`src/rtl/csr_access_sequencer.sv`:
```
// csr_access_sequencer
//   Arbitrates the CSR file's single read/write port between two requesters:
//   - Zicsr instructions (read-modify-write using the forwarded RS1 / uimm operand)
//   - the trap unit (writes mepc, then mcause, then mstatus)
//   The trap unit always wins. busy_o stalls the front-end while a sequence is in flight.
//
// Ports
//   clk_i, rst_ni         clock (rising edge), asynchronous active-low reset
//   instr_valid_i/ready_o Zicsr op handshake; ready is combinational
//   instr_op_i            01 RW, 10 RS, 11 RC, 00 read-only
//   instr_addr_i          target CSR address
//   instr_src_i           RS1 value or zero-extended uimm
//   instr_src_zero_i      rs1/uimm field is x0/0 (suppresses RS/RC write)
//   instr_done_o          one-cycle pulse when the op completes
//   instr_rdata_o         old CSR value for rd, held until the next op reads
//   trap_req_i            level request, held until trap_ack_o
//   trap_cause_i          value for mcause
//   trap_pc_i             faulting PC (written to mepc word-aligned)
//   trap_ack_o            one-cycle pulse with the mstatus write
//   csr_raddr_o           CSR file read address (file answers in the same cycle)
//   csr_rdata_i           CSR file read data
//   csr_we_o/waddr_o/wdata_o  CSR file write port
//   busy_o                sequencer not idle
module csr_access_sequencer #(
    parameter logic [11:0] MEPC_ADDR    = 12'h341,
    parameter logic [11:0] MCAUSE_ADDR  = 12'h342,
    parameter logic [11:0] MSTATUS_ADDR = 12'h300
) (
    input  logic        clk_i,
    input  logic        rst_ni,
    input  logic        instr_valid_i,
    output logic        instr_ready_o,
    input  logic [1:0]  instr_op_i,
    input  logic [11:0] instr_addr_i,
    input  logic [31:0] instr_src_i,
    input  logic        instr_src_zero_i,
    output logic        instr_done_o,
    output logic [31:0] instr_rdata_o,
    input  logic        trap_req_i,
    input  logic [31:0] trap_cause_i,
    input  logic [31:0] trap_pc_i,
    output logic        trap_ack_o,
    output logic [11:0] csr_raddr_o,
    input  logic [31:0] csr_rdata_i,
    output logic        csr_we_o,
    output logic [11:0] csr_waddr_o,
    output logic [31:0] csr_wdata_o,
    output logic        busy_o
);

    typedef enum logic [2:0] {
        StIdle,
        StIRd,
        StIWr,
        StTEpc,
        StTCause,
        StTStat
    } state_e;

    state_e state_q, state_d;

    // Captured instruction / trap operands
    logic [1:0]  op_q;
    logic [11:0] addr_q;
    logic [31:0] src_q;
    logic        src_zero_q;
    logic [31:0] cause_q;

    // Registered outputs and their next values
    logic        instr_done_q, instr_done_d;
    logic [31:0] instr_rdata_q, instr_rdata_d;
    logic        trap_ack_q, trap_ack_d;
    logic [11:0] csr_raddr_q, csr_raddr_d;
    logic        csr_we_q, csr_we_d;
    logic [11:0] csr_waddr_q, csr_waddr_d;
    logic [31:0] csr_wdata_q, csr_wdata_d;

    logic [31:0] rmw_value;
    logic        rmw_write_en;
    logic [31:0] mstatus_trap;

    // Read-modify-write result from the old value on the read port
    always_comb begin
        case (op_q)
            2'b01:   rmw_value = src_q;
            2'b10:   rmw_value = csr_rdata_i | src_q;
            2'b11:   rmw_value = csr_rdata_i & ~src_q;
            default: rmw_value = csr_rdata_i;
        endcase
    end

    // RW always writes; RS/RC write only with a non-zero source field; read-only never writes
    assign rmw_write_en = (op_q == 2'b01) || ((op_q != 2'b00) && !src_zero_q);

    // mstatus on trap entry: MPIE <= MIE, MIE <= 0, MPP <= M
    always_comb begin
        mstatus_trap        = csr_rdata_i;
        mstatus_trap[7]     = csr_rdata_i[3];
        mstatus_trap[3]     = 1'b0;
        mstatus_trap[12:11] = 2'b11;
    end

    // State register, operand capture and registered outputs
    always_ff @(posedge clk_i or negedge rst_ni) begin
        if (!rst_ni) begin
            state_q       <= StIdle;
            op_q          <= 2'b00;
            addr_q        <= 12'h000;
            src_q         <= 32'h0;
            src_zero_q    <= 1'b0;
            cause_q       <= 32'h0;
            instr_done_q  <= 1'b0;
            instr_rdata_q <= 32'h0;
            trap_ack_q    <= 1'b0;
            csr_raddr_q   <= 12'h000;
            csr_we_q      <= 1'b0;
            csr_waddr_q   <= 12'h000;
            csr_wdata_q   <= 32'h0;
        end else begin
            state_q <= state_d;
            if (state_q == StIdle && state_d == StIRd) begin
                op_q       <= instr_op_i;
                addr_q     <= instr_addr_i;
                src_q      <= instr_src_i;
                src_zero_q <= instr_src_zero_i;
            end
            // StTEpc is only ever entered, never held, so this fires once per trap
            if (state_d == StTEpc) begin
                cause_q <= trap_cause_i;
            end
            instr_done_q  <= instr_done_d;
            instr_rdata_q <= instr_rdata_d;
            trap_ack_q    <= trap_ack_d;
            csr_raddr_q   <= csr_raddr_d;
            csr_we_q      <= csr_we_d;
            csr_waddr_q   <= csr_waddr_d;
            csr_wdata_q   <= csr_wdata_d;
        end
    end

    // Next-state logic; trap requests pre-empt idle accepts and pending reads
    always_comb begin
        state_d = state_q;
        case (state_q)
            StIdle: begin
                if (trap_req_i) begin
                    state_d = StTEpc;
                end else if (instr_valid_i) begin
                    state_d = StIRd;
                end
            end
            StIRd:    state_d = trap_req_i ? StTEpc : StIWr;
            StIWr:    state_d = StIdle;
            StTEpc:   state_d = StTCause;
            StTCause: state_d = StTStat;
            StTStat:  state_d = StIdle;
            default:  state_d = StIdle;
        endcase
    end

    // Output decode from next state, so every port output is a flop
    always_comb begin
        instr_done_d  = 1'b0;
        instr_rdata_d = instr_rdata_q;
        trap_ack_d    = 1'b0;
        csr_raddr_d   = csr_raddr_q;
        csr_we_d      = 1'b0;
        csr_waddr_d   = csr_waddr_q;
        csr_wdata_d   = csr_wdata_q;
        case (state_d)
            StIRd: begin
                csr_raddr_d = instr_addr_i;
            end
            StIWr: begin
                csr_we_d      = rmw_write_en;
                csr_waddr_d   = addr_q;
                csr_wdata_d   = rmw_value;
                instr_done_d  = 1'b1;
                instr_rdata_d = csr_rdata_i;
            end
            StTEpc: begin
                csr_we_d    = 1'b1;
                csr_waddr_d = MEPC_ADDR;
                csr_wdata_d = trap_pc_i & ~32'h3;
            end
            StTCause: begin
                csr_we_d    = 1'b1;
                csr_waddr_d = MCAUSE_ADDR;
                csr_wdata_d = cause_q;
                // Point the read port at mstatus one cycle early so the registered
                // mstatus write data is ready for StTStat; the address stays put there.
                csr_raddr_d = MSTATUS_ADDR;
            end
            StTStat: begin
                csr_we_d    = 1'b1;
                csr_waddr_d = MSTATUS_ADDR;
                csr_wdata_d = mstatus_trap;
                trap_ack_d  = 1'b1;
            end
            default: ;
        endcase
    end

    assign instr_ready_o = (state_q == StIdle) && !trap_req_i;
    assign busy_o        = (state_q != StIdle);
    assign instr_done_o  = instr_done_q;
    assign instr_rdata_o = instr_rdata_q;
    assign trap_ack_o    = trap_ack_q;
    assign csr_raddr_o   = csr_raddr_q;
    assign csr_we_o      = csr_we_q;
    assign csr_waddr_o   = csr_waddr_q;
    assign csr_wdata_o   = csr_wdata_q;

endmodule

```
`config.mk`:
```
export PLATFORM = sky130hd
export DESIGN_NAME = csr_access_sequencer
export DESIGN_NICKNAME = d
export VERILOG_FILES = /design/src/rtl/csr_access_sequencer.sv
export SDC_FILE = /design/constraint.sdc
export NUM_CORES = 1
export LEC_CHECK = 0
export BUFFER_PORTS_ARGS = -buffer_cell sky130_fd_sc_hd__buf_2
export CAP_MARGIN = 40
export CELL_PAD_IN_SITES_DETAIL_PLACEMENT = 2
export CELL_PAD_IN_SITES_GLOBAL_PLACEMENT = 2
export CORE_AREA = 2 2 174 176
export DETAILED_ROUTE_END_ITERATION = 12
export DIE_AREA = 0 0 176 178
export HOLD_SLACK_MARGIN = 0.15
export PLACE_DENSITY = 0.85
export SYNTH_ARGS = -nofsm -noshare
export SYNTH_HDL_FRONTEND = slang
export SYNTH_SLANG_ARGS = --single-unit
```
`constraint.sdc`:
```
create_clock -name clk_i -period 1.9 [get_ports clk_i]
set_clock_uncertainty 0.2 [all_clocks]
set_input_delay 0.285 -clock clk_i [delete_from_list [all_inputs] [get_ports clk_i]]
set_output_delay 0.285 -clock clk_i [all_outputs]
set_load 0.02 [all_outputs]
```
==> out/metrics.yaml <==
run_status:
  outcome: "complete, but fails checks"
  violations: "setup timing"
global_routing:
  globalRouteOverflowTotal: 0
  grt_pass1_vias: 9803
  antenna_found_initial: 5
  grt_pass1_wl_mm: 60.6
  grt_max_degree: 39
  track_usage: 0.260
floorplanning:
  start_util: 0.278
  io_pins: 240
  die_y_um: 178
  fp.dieW_um: 176
  core_area_sq_um: 29400
  row_count: 63
  die_area_sq_um: 31300
drt:
  routed_via_density: 5.30
  totalWireLength_mm: 45.4
  drc: 0
  firstDrtPassIters: 4
  drt_iter0_drc: 476
  ant_nets: 0
  vias: 8854
  wl_per_cell_um: 27.2
sta:
  worst_pin_slew_ns: 0.578
  setup_ws_ns: -0.211
  final.min_clock_period_ns: 2.11
  slew_violations: 0
  timing.fmax_mhz: 474
  finalHoldViolations: 0
  slew_headroom: 0.611
  fin_hold_ws_ns: 0.172
  rsz0062_at_grt: "true"
  finalSetupViolations: 110
  period_share: 1.11
pwr:
  p_clk_frac: 0.164
  leakage_uw: 0.00663
  ir_worst_vdd_uv: 760
  p_per_area_nw_per_um2: 1650
  swShare: 0.453
  pwr-share-seq: 0.306
  cellInternalPower_uw: 12600
  comb_power_share: 0.530
  p_switching_uw: 10400
synth:
  synth_edf_count: 0
  syn_area_sq_um: 8180
  syn_inst: 828
  synth_xor_area_frac: 0
  synthArstFlopShare: 1.00
  synth-seq-cells: 173
  synth.distinct_cells: 45
  syn_nets: 975
  synth_top_family_by_area: "compound AO/OA/AOI/OAI gates"
  avgSynthCellArea_sq_um: 9.88
  yosys.area_share.simple: 0.158
  synthFlopType: "dfrtp_1"
  seq_area_frac_synth: 0.529
  ys.warnings.count: 0
  synth_adder_area_share: 0
  synth_mux_area_frac: 0.0894
  synth_compound_area_frac: 0.182
setup_path:
  path_max_fanout: 14
  setup.worst_path.start_class: "flip-flop"
  critPathArrivalTime_ns: 2.22
  crit_required_ns: 2.01
  crit_type: "reg -> reg"
  end_kind: "flip-flop"
place:
  placed_area_sq_um: 10300
  port_buffers: 237
  place_congestion: 0.734
  hpwl_mm: 23.8
cts:
  cts_made_buffers: 17
  cts_tree: "yes"
  htreeDepth: 4
  cts_buffer_depth: 2
  path_clk_slew_ns: 0.08
  cts-root-buf: "clkbuf_16"
  clkSinkCount: 173
  insertion_delay_ns: 0.45
hold_path:
  hold_path_class: "in -> reg"
cells_and_area:
  drive_gt1_frac: 0.469
  area_delta_synth_final_pct: 70.4
  nets: 1409
  layout_common_cells: "buf_2, nand2_1, dfrtp_1, dlygate4sd3_1"
  final_common_cell: "buf_2"
  design_area_sq_um: 13900
flow_run:
  maxCapViolCount: 0
## metrics by stage
stage	utilization	setup TNS, ns	total power (uW)	std cells	worst slack (ns)
global route	0.474	-18.90	24000	1670	-0.247
global placement	0.352	-0.620	15200	1453	-0.0528
detailed placement	0.352	-1.74	15900	1453	-0.125
finish	0.474	-12.28	23000	1670	-0.211
CTS	0.434	-6.18	20800	1634	-0.194
floorplan	-	-0.301	11700	828	-0.0115
## final timing paths
kind,startpoint,endpoint,slack [ns],depth (start not counted)
max reg2reg,state_q[0]$_DFF_PN0_,csr_wdata_o[9]$_DFFE_PN0P_,-0.21,7
min in group asynchronous,rst_ni,instr_rdata_o[23]$_DFFE_PN0P_,0.65,3
max,state_q[0]$_DFF_PN0_,csr_wdata_o[9]$_DFFE_PN0P_,-0.21,7
max in group asynchronous,rst_ni,state_q[1]$_DFF_PN0_,0.22,4
min reg2reg,addr_q[3]$_DFFE_PN0P_,addr_q[3]$_DFFE_PN0P_,0.29,2
min,trap_pc_i[16],csr_wdata_o[16]$_DFFE_PN0P_,0.17,4
## final cells by class
class,instances,area [sq um]
fillers,2966,15500
multi-input cells,586,4390
flip-flops and latches,173,4340
repair buffers,481,4090
well taps,390,488
clock buffers,17,425
clock inverters,15,170
inverters,3,27.5
diodes,5,12.5
## routing by layer
layer / up-vias / global-route usage / part of all wire
li1: 3808 / - / -
met1: 4619 / 0.304 / 0.39
met2: 335 / 0.468 / 0.53
met3: 92 / 0.0475 / 0.042
met4: 0 / 0.111 / 0.034
met5: - / 0 / 0
## timing repair
item	in CTS	in global routing
resized for setup	56	200
hold buffers	135	0
buffers inserted	9	22
endpoints found under the hold margin	329	0
pin swaps	14	77
cloned	5	13
setup endpoints to repair	66	167
## flip-flops by register name, indices dropped and copies added (netlist names), 2 cells and up
name           count
csr_wdata_o       32
cause_q           32
csr_waddr_o       12
csr_raddr_o       12
op_q               2
instr_rdata_o     32
src_q             32
addr_q            12
state_q            3
## power groups by stage
stage	registers [uW]	logic, uW	clock network (uW)
4_1_cts	6690	10300	3790
3_3_place_gp	6520	8710	0
3_5_place_dp	6700	9160	0
6_report	7020	12200	3770
5_1_grt	7190	12900	3960
2_1_floorplan	7410	4310	0
## synth_stat cells (3+ instances only)
library cell	number	area [sq um]
nand2_1	278	1040
dfrtp_1	173	4330
mux2_2	64	721
a22oi_1	31	233
buf_2	30	150
nor2_1	30	113
a21oi_1	28	140
clkbuf_1	27	101
a31oi_1	26	163
o22a_1	26	228
o221ai_1	24	210
a22o_1	17	149
o21ai_0	10	50.1
a21oi_2	9	78.8
o221ai_2	8	120
buf_4	4	30.0
nand2b_1	4	25.0
nor2b_1	4	25.0
buf_6	3	33.8
## worst max-delay path, cell delays in order (launching register included)
cell and delay [ns]:
dfrtp_2 0.44, buf_4 0.14, buf_4 0.12, and2_2 0.20
buf_4 0.22, a22oi_1 0.34, o22a_1 0.23, a31oi_2 0.06
## kinds of logic after synthesis
kind of cell    Yosys count
simple gates            327
compound gates          193
flops                   173
buf+inv                  70
mux                      65
No activity file was read; power rests on OpenSTA's default activity.
